$ cat src/rtl/issue_scoreboard_ctrl.sv
// issue_scoreboard_ctrl: N-way in-order issue and hazard controller.
// A per-register scoreboard counts the cycles until each register's result can be forwarded.
// Each fetch group is cut at its first hazardous slot. A small FSM owns the multi-cycle
// branch-mispredict flush.
//
// Ports:
//   clk_i, reset_i         clock; synchronous active-high reset
//   slot_*_i               per-slot decode info, slot 0 oldest, fields packed k*RA_W +: RA_W
//   mispredict_i           branch in E resolved wrong this cycle
//   issue_mask_o           lanes issuing this cycle (always a prefix of ones)
//   issue_count_o          popcount of issue_mask_o; fetch advances by this
//   stall_f_o              slot 0 valid but nothing issues
//   flush_d_o, flush_e_o   squash decode / execute stage groups
//   flushing_o             FSM in the flush state
module issue_scoreboard_ctrl #(
    parameter int unsigned ISSUE_W   = 2,
    parameter int unsigned NREG      = 32,
    parameter int unsigned RA_W      = 5,
    parameter int unsigned CNT_W     = 2,
    parameter int unsigned LOAD_LAT  = 2,
    parameter int unsigned ALU_LAT   = 0,
    parameter int unsigned MEM_PORTS = 1,
    parameter int unsigned FLUSH_CYC = 2
) (
    input  logic                            clk_i,
    input  logic                            reset_i,
    input  logic [ISSUE_W-1:0]              slot_valid_i,
    input  logic [ISSUE_W*RA_W-1:0]         slot_rs_i,
    input  logic [ISSUE_W*RA_W-1:0]         slot_rt_i,
    input  logic [ISSUE_W-1:0]              slot_rs_used_i,
    input  logic [ISSUE_W-1:0]              slot_rt_used_i,
    input  logic [ISSUE_W-1:0]              slot_wr_en_i,
    input  logic [ISSUE_W*RA_W-1:0]         slot_wr_reg_i,
    input  logic [ISSUE_W-1:0]              slot_is_load_i,
    input  logic [ISSUE_W-1:0]              slot_is_mem_i,
    input  logic [ISSUE_W-1:0]              slot_is_ctrl_i,
    input  logic                            mispredict_i,
    output logic [ISSUE_W-1:0]              issue_mask_o,
    output logic [$clog2(ISSUE_W+1)-1:0]    issue_count_o,
    output logic                            stall_f_o,
    output logic                            flush_d_o,
    output logic                            flush_e_o,
    output logic                            flushing_o
);

    localparam int unsigned CW         = $clog2(ISSUE_W + 1);
    localparam int unsigned FC_W       = (FLUSH_CYC > 2) ? $clog2(FLUSH_CYC - 1) : 1;
    localparam int unsigned FLUSH_LOAD = (FLUSH_CYC > 1) ? FLUSH_CYC - 2 : 0;

    if (LOAD_LAT > 2 ** CNT_W - 1 || ALU_LAT > 2 ** CNT_W - 1) begin : g_lat_chk
        $error("LOAD_LAT/ALU_LAT do not fit in CNT_W bits");
    end
    if (ISSUE_W < 1 || ISSUE_W > 4 || FLUSH_CYC < 1) begin : g_param_chk
        $error("ISSUE_W must be 1..4 and FLUSH_CYC >= 1");
    end

    typedef enum logic {StRun, StFlush} state_e;

    state_e            state_q;
    logic [FC_W-1:0]   flush_cnt_q;
    logic [CNT_W-1:0]  cnt_q [NREG];
    logic [CNT_W-1:0]  cnt_d [NREG];
    logic [ISSUE_W-1:0] blocked;
    int unsigned       mem_cnt;
    logic              run_ok;
    logic              prefix_ok;

    // Per-slot hazard detection against the scoreboard and against older slots in the group.
    always_comb begin
        blocked = '0;
        mem_cnt = 0;
        for (int k = 0; k < ISSUE_W; k++) begin
            if (!slot_valid_i[k]) blocked[k] = 1'b1;
            if (slot_rs_used_i[k] && slot_rs_i[k*RA_W +: RA_W] != '0 &&
                cnt_q[slot_rs_i[k*RA_W +: RA_W]] != '0) blocked[k] = 1'b1;
            if (slot_rt_used_i[k] && slot_rt_i[k*RA_W +: RA_W] != '0 &&
                cnt_q[slot_rt_i[k*RA_W +: RA_W]] != '0) blocked[k] = 1'b1;
            for (int j = 0; j < k; j++) begin
                if (slot_wr_en_i[j] && slot_wr_reg_i[j*RA_W +: RA_W] != '0) begin
                    if (slot_rs_used_i[k] &&
                        slot_rs_i[k*RA_W +: RA_W] == slot_wr_reg_i[j*RA_W +: RA_W])
                        blocked[k] = 1'b1;
                    if (slot_rt_used_i[k] &&
                        slot_rt_i[k*RA_W +: RA_W] == slot_wr_reg_i[j*RA_W +: RA_W])
                        blocked[k] = 1'b1;
                    if (slot_wr_en_i[k] &&
                        slot_wr_reg_i[k*RA_W +: RA_W] == slot_wr_reg_i[j*RA_W +: RA_W])
                        blocked[k] = 1'b1;
                end
                if (slot_is_ctrl_i[j]) blocked[k] = 1'b1;
            end
            if (slot_is_mem_i[k]) mem_cnt = mem_cnt + 1;
            if (mem_cnt > MEM_PORTS) blocked[k] = 1'b1;
        end
    end

    // Mispredict in RUN takes priority over issue; nothing issues while flushing.
    assign run_ok = !reset_i && state_q == StRun && !mispredict_i;

    always_comb begin
        issue_mask_o = '0;
        prefix_ok    = 1'b1;
        for (int k = 0; k < ISSUE_W; k++) begin
            prefix_ok       = prefix_ok && !blocked[k];
            issue_mask_o[k] = run_ok && prefix_ok;
        end
    end

    always_comb begin
        issue_count_o = '0;
        for (int k = 0; k < ISSUE_W; k++) begin
            issue_count_o = issue_count_o + CW'(issue_mask_o[k]);
        end
    end

    assign stall_f_o  = !reset_i && slot_valid_i[0] && issue_count_o == '0;
    assign flush_e_o  = !reset_i && state_q == StRun && mispredict_i;
    assign flushing_o = !reset_i && state_q == StFlush;
    assign flush_d_o  = flush_e_o || flushing_o;

    // Decrement every live counter; a fresh issue overrides the decrement for its target.
    always_comb begin
        for (int r = 0; r < NREG; r++) begin
            cnt_d[r] = (cnt_q[r] != '0) ? cnt_q[r] - 1'b1 : '0;
        end
        for (int k = 0; k < ISSUE_W; k++) begin
            if (issue_mask_o[k] && slot_wr_en_i[k] && slot_wr_reg_i[k*RA_W +: RA_W] != '0) begin
                cnt_d[slot_wr_reg_i[k*RA_W +: RA_W]] =
                    slot_is_load_i[k] ? CNT_W'(LOAD_LAT) : CNT_W'(ALU_LAT);
            end
        end
        cnt_d[0] = '0;
    end

    always_ff @(posedge clk_i) begin
        if (reset_i) begin
            state_q     <= StRun;
            flush_cnt_q <= '0;
            for (int r = 0; r < NREG; r++) cnt_q[r] <= '0;
        end else begin
            cnt_q <= cnt_d;
            unique case (state_q)
                StRun: begin
                    if (mispredict_i && FLUSH_CYC > 1) begin
                        state_q     <= StFlush;
                        flush_cnt_q <= FC_W'(FLUSH_LOAD);
                    end
                end
                StFlush: begin
                    // Further mispredicts are wrong-path and already squashed.
                    if (flush_cnt_q == '0) state_q <= StRun;
                    else flush_cnt_q <= flush_cnt_q - 1'b1;
                end
                default: state_q <= StRun;
            endcase
        end
    end

endmodule

$ cat config.mk
export PLATFORM = sky130hd
export DESIGN_NAME = issue_scoreboard_ctrl
export DESIGN_NICKNAME = d
export VERILOG_FILES = /design/src/rtl/issue_scoreboard_ctrl.sv
export SDC_FILE = /design/constraint.sdc
export NUM_CORES = 1
export LEC_CHECK = 0
export CAP_MARGIN = 10
export CORE_MARGIN = 2
export CORE_UTILIZATION = 30
export CTS_CLUSTER_DIAMETER = 150
export DETAILED_ROUTE_END_ITERATION = 12
export HOLD_SLACK_MARGIN = 0.06
export PLACE_DENSITY_LB_ADDON = 0.2
export SETUP_SLACK_MARGIN = 0.1
export SYNTH_ARGS = -nofsm -noshare
export SYNTH_HDL_FRONTEND = slang
export SYNTH_SLANG_ARGS = --single-unit
$ cat constraint.sdc
create_clock -name clk_i -period 2.8 [get_ports clk_i]
set_input_delay 0.42 -clock clk_i [delete_from_list [all_inputs] [get_ports clk_i]]
set_output_delay 0.42 -clock clk_i [all_outputs]
set_load 0.01 [all_outputs]
==> metrics.md <==
| Metric | Value |
|---|---|
| Status | finished with violations |
| Failing checks | setup timing |
| Share of layout cells above drive strength 1 | between 40% and 50% |
| # clock sinks | 63 |
| Num CTS Buffers | 9 |
| Max FO, Critical Path | 8 |
| Max Cap Violations | 0 |
| DRC Markers | 0 |
| Diode count | 0 |
| Slew margin rel. | 54.29% |
| RSZ-0062 raised after global routing | yes |
| DR iter-0 viols | between 500 and 600 |
| P&R area growth vs syn | 65.28% |
| Die Width | about 130 um |
| Overall Power | between 2000 and 3000 uW |
| Arr. time, crit path | roughly 2.6 ns |
| PD cells | ~320 mW/mm^2 |
| Syn_area_per_cell | 8.311 um^2 |
| Core ar. | about 0.016 mm^2 |
| First-pass GRT wire length | 34.59 mm |
| Port bufs | 53 |
| DP HPWL | ~16 mm |
| Routed len/inst | between 20 and 25 um |
| Mapped Cells | 598 |
| Flop pwr share | roughly a third |
| Final Net Count | around 870 |
| CP required | 2.38 ns |
| Pre-CTS worst setup slack | -1.004 ns |
| Max Clk Rate | approximately 330 MHz |
| Skew-Pair Late Insertion Delay | between 0.3 and 0.4 ns |
| Antenna violations before repair | 0 |
| Placed Cells | approximately 990 |
| Startpoint types | register |
| Net switching power | 738.6 uW |
| Cell taking the most area after synthesis | dfxtp_1 |
| Remaining global-route overflow | 0 |
| Power share of the combinational group | about a fifth |
| Post-synth cell types | 68 |
| Endpoints failing setup | 52 |
| Power Internal | just under 2000 uW |
| Placement Cell Area | 0.006942 mm^2 |
| Clock group share of total power | 46.1% |
| Top-area cell type share of the netlist area | about 25% |
| RePlAce Congestion | 0.9667 |
| Root Buffer | clkbuf_16 |
| Final min period | about 3 ns |
| Vias in the first global route | 6054 |
| EDFF count, synth | 0 |
| Largest net degree at the start of global routing | 40 |
| Layout Cells excl Fill | ~1000 |
| Tot GR Track Use | about a quarter |
| DRT Wirelength | 22.81 mm |
| Main synth FF type | dfxtp_1 |
| H-Tree Level Count | 3 |
| Die height | 132.7 um |
| Clock skew | about 0.009 ns |
| Register bit count reported by yosys | 63 |
| Tightest Pin Transition | approximately 0.68 ns |
| CTS tree | built |
| Router iterations before antenna repair | 6 |
| Design Area, Final | slightly above 0.008 mm^2 |
| ANT nets after route | 0 |
| Rows | 47 |
| Hold Path Class | reg -> reg |
| Sw Ratio | ~28% |
| Leakage power | between 0.003 and 0.004 uW |
| Final hold vios | 0 |
| Period utilization | 109.4% |
| Synth async-reset ratio | 0% |
| I/O pins | 55 |
| Die ar. | 0.01761 mm^2 |
| Post-synthesis sequential area ratio | between 20% and 30% |
| Via count | ~6000 |
| YS warnings | 0 |
| Starting density of the core | a little under a third |
| CP Class | reg -> out |
| CTS Buffer Depth | 2 |
| Hold_ws | ~0.47 ns |
| Setup crit end kind | output port |
| Mapped Area | between 0.004 and 0.005 mm^2 |
| Avg Vias per Cell | slightly below 6 |
| Clock transition at the registers of the reported paths | approximately 0.06 ns |
| Post-route setup slack | -0.2627 ns |
| Final Max Tran Viols | 0 |
| Worst VDD drop | 0.0002607 V |
| Syn_nets | ~650 |
| Top cells by area, synth | dfxtp_1, mux4_2, nor2_1 |
final timing paths:
check	start	to	slack, ns	cells past startpoint
worst max register to register	cnt_q[40]	cnt_q[43]	-0.17	15
worst min register to register	state_q	state_q	0.47	1
worst max-delay path	cnt_q[40]	issue_count_o[1]	-0.26	11
worst min-delay path	state_q	state_q	0.47	1
cells in the final DEF (no fill, tap or decap), types with 16 or more instances in the layout:
master	n
buf_4	167
dfxtp_1	40
nor2_1	38
clkdlybuf4s50_1	33
a21oi_1	30
nand2_1	27
mux4_2	25
inv_1	24
and3_1	24
buf_6	23
dfxtp_2	21
nand4_1	20
nor3b_1	19
nor2_2	17
o21ai_0	17
nand3_1	16
metal layers:
| layer | share of wire (%) | global-route usage (%) |
|---|---|---|
| met1 | 41 | 32.98 |
| met2 | 47 | 41.59 |
| met3 | 8.2 | 4.904 |
| met4 | 3.9 | 10.22 |
| met5 | 0 | 0 |
critical path, cell delays in order (launching register included):
cell      delay (ns)
dfxtp_2         0.33
nor2_2          0.06
buf_4           0.14
mux4_2          0.47
mux2i_2         0.18
nor3b_2         0.09
o311ai_4        0.36
inv_2           0.10
buf_4           0.15
buf_12          0.14
ha_4            0.16
buf_6           0.11
registers in the layout, summed over array words and instances, names as in the netlist:
signal   cells
state_q      1
cnt_q       62
final cells by class:
type	instances	area (um^2)
Sequential cell	63	1295
Timing Repair Buffer	253	2267
Clock buffer	9	225.2
Fill cell	1516	8193
Clock inverter	7	97.59
Multi-Input combinational cell	461	3930
Tap cell	220	275.3
Inverter	29	123.9
Yosys cell counts, drive strengths merged, types with 5 or more instances:
cell / n
a21oi: 37
a22oi: 9
a31oi: 12
a32oi: 6
a41oi: 7
and3: 25
and4: 6
buf: 17
clkbuf: 28
dfxtp: 63
inv: 28
mux2: 9
mux2i: 5
mux4: 25
nand2: 30
nand2b: 11
nand3: 20
nand3b: 6
nand4: 20
nand4b: 14
nor2: 64
nor2b: 5
nor3: 9
nor3b: 20
nor4: 11
nor4b: 9
o21ai: 22
o31ai: 9
xor2: 12
power by group through the flow:
stage	clock network, uW	logic (uW)	registers (uW)
after detailed placement	0	468	918
final	1230	540	897
after global placement	0	464	918
after floorplan	0	220	918
after global routing	1280	570	896
after CTS	1240	497	897
per-stage QoR:
stage | utilization, % | setup TNS [ns]
after floorplan | - | 0
after global placement | 42.31 | -51.28
after detailed placement | 42.31 | -46.22
after CTS | 47.41 | -6.375
after global routing | 50.06 | -9.853
final | 50.06 | -4.607
what timing repair did:
item | 4_1_cts | 5_1_grt
gates cloned | 5 | 1
endpoints found under the setup margin | 67 | 67
pin swaps | 51 | 21
setup buffers | 14 | 14
hold buffers | 0 | 0
gates resized for setup | 137 | 91
kinds of logic after synthesis:
logic type	after synthesis	synth area share, %
fa+ha+maj	2	0.5034
mux	39	14.38
flops	63	25.38
compound gates	139	19.54
simple gates	266	31.39
xor+xnor	15	2.644
buf+inv	74	6.168
No activity file was read; power rests on OpenSTA's default activity.
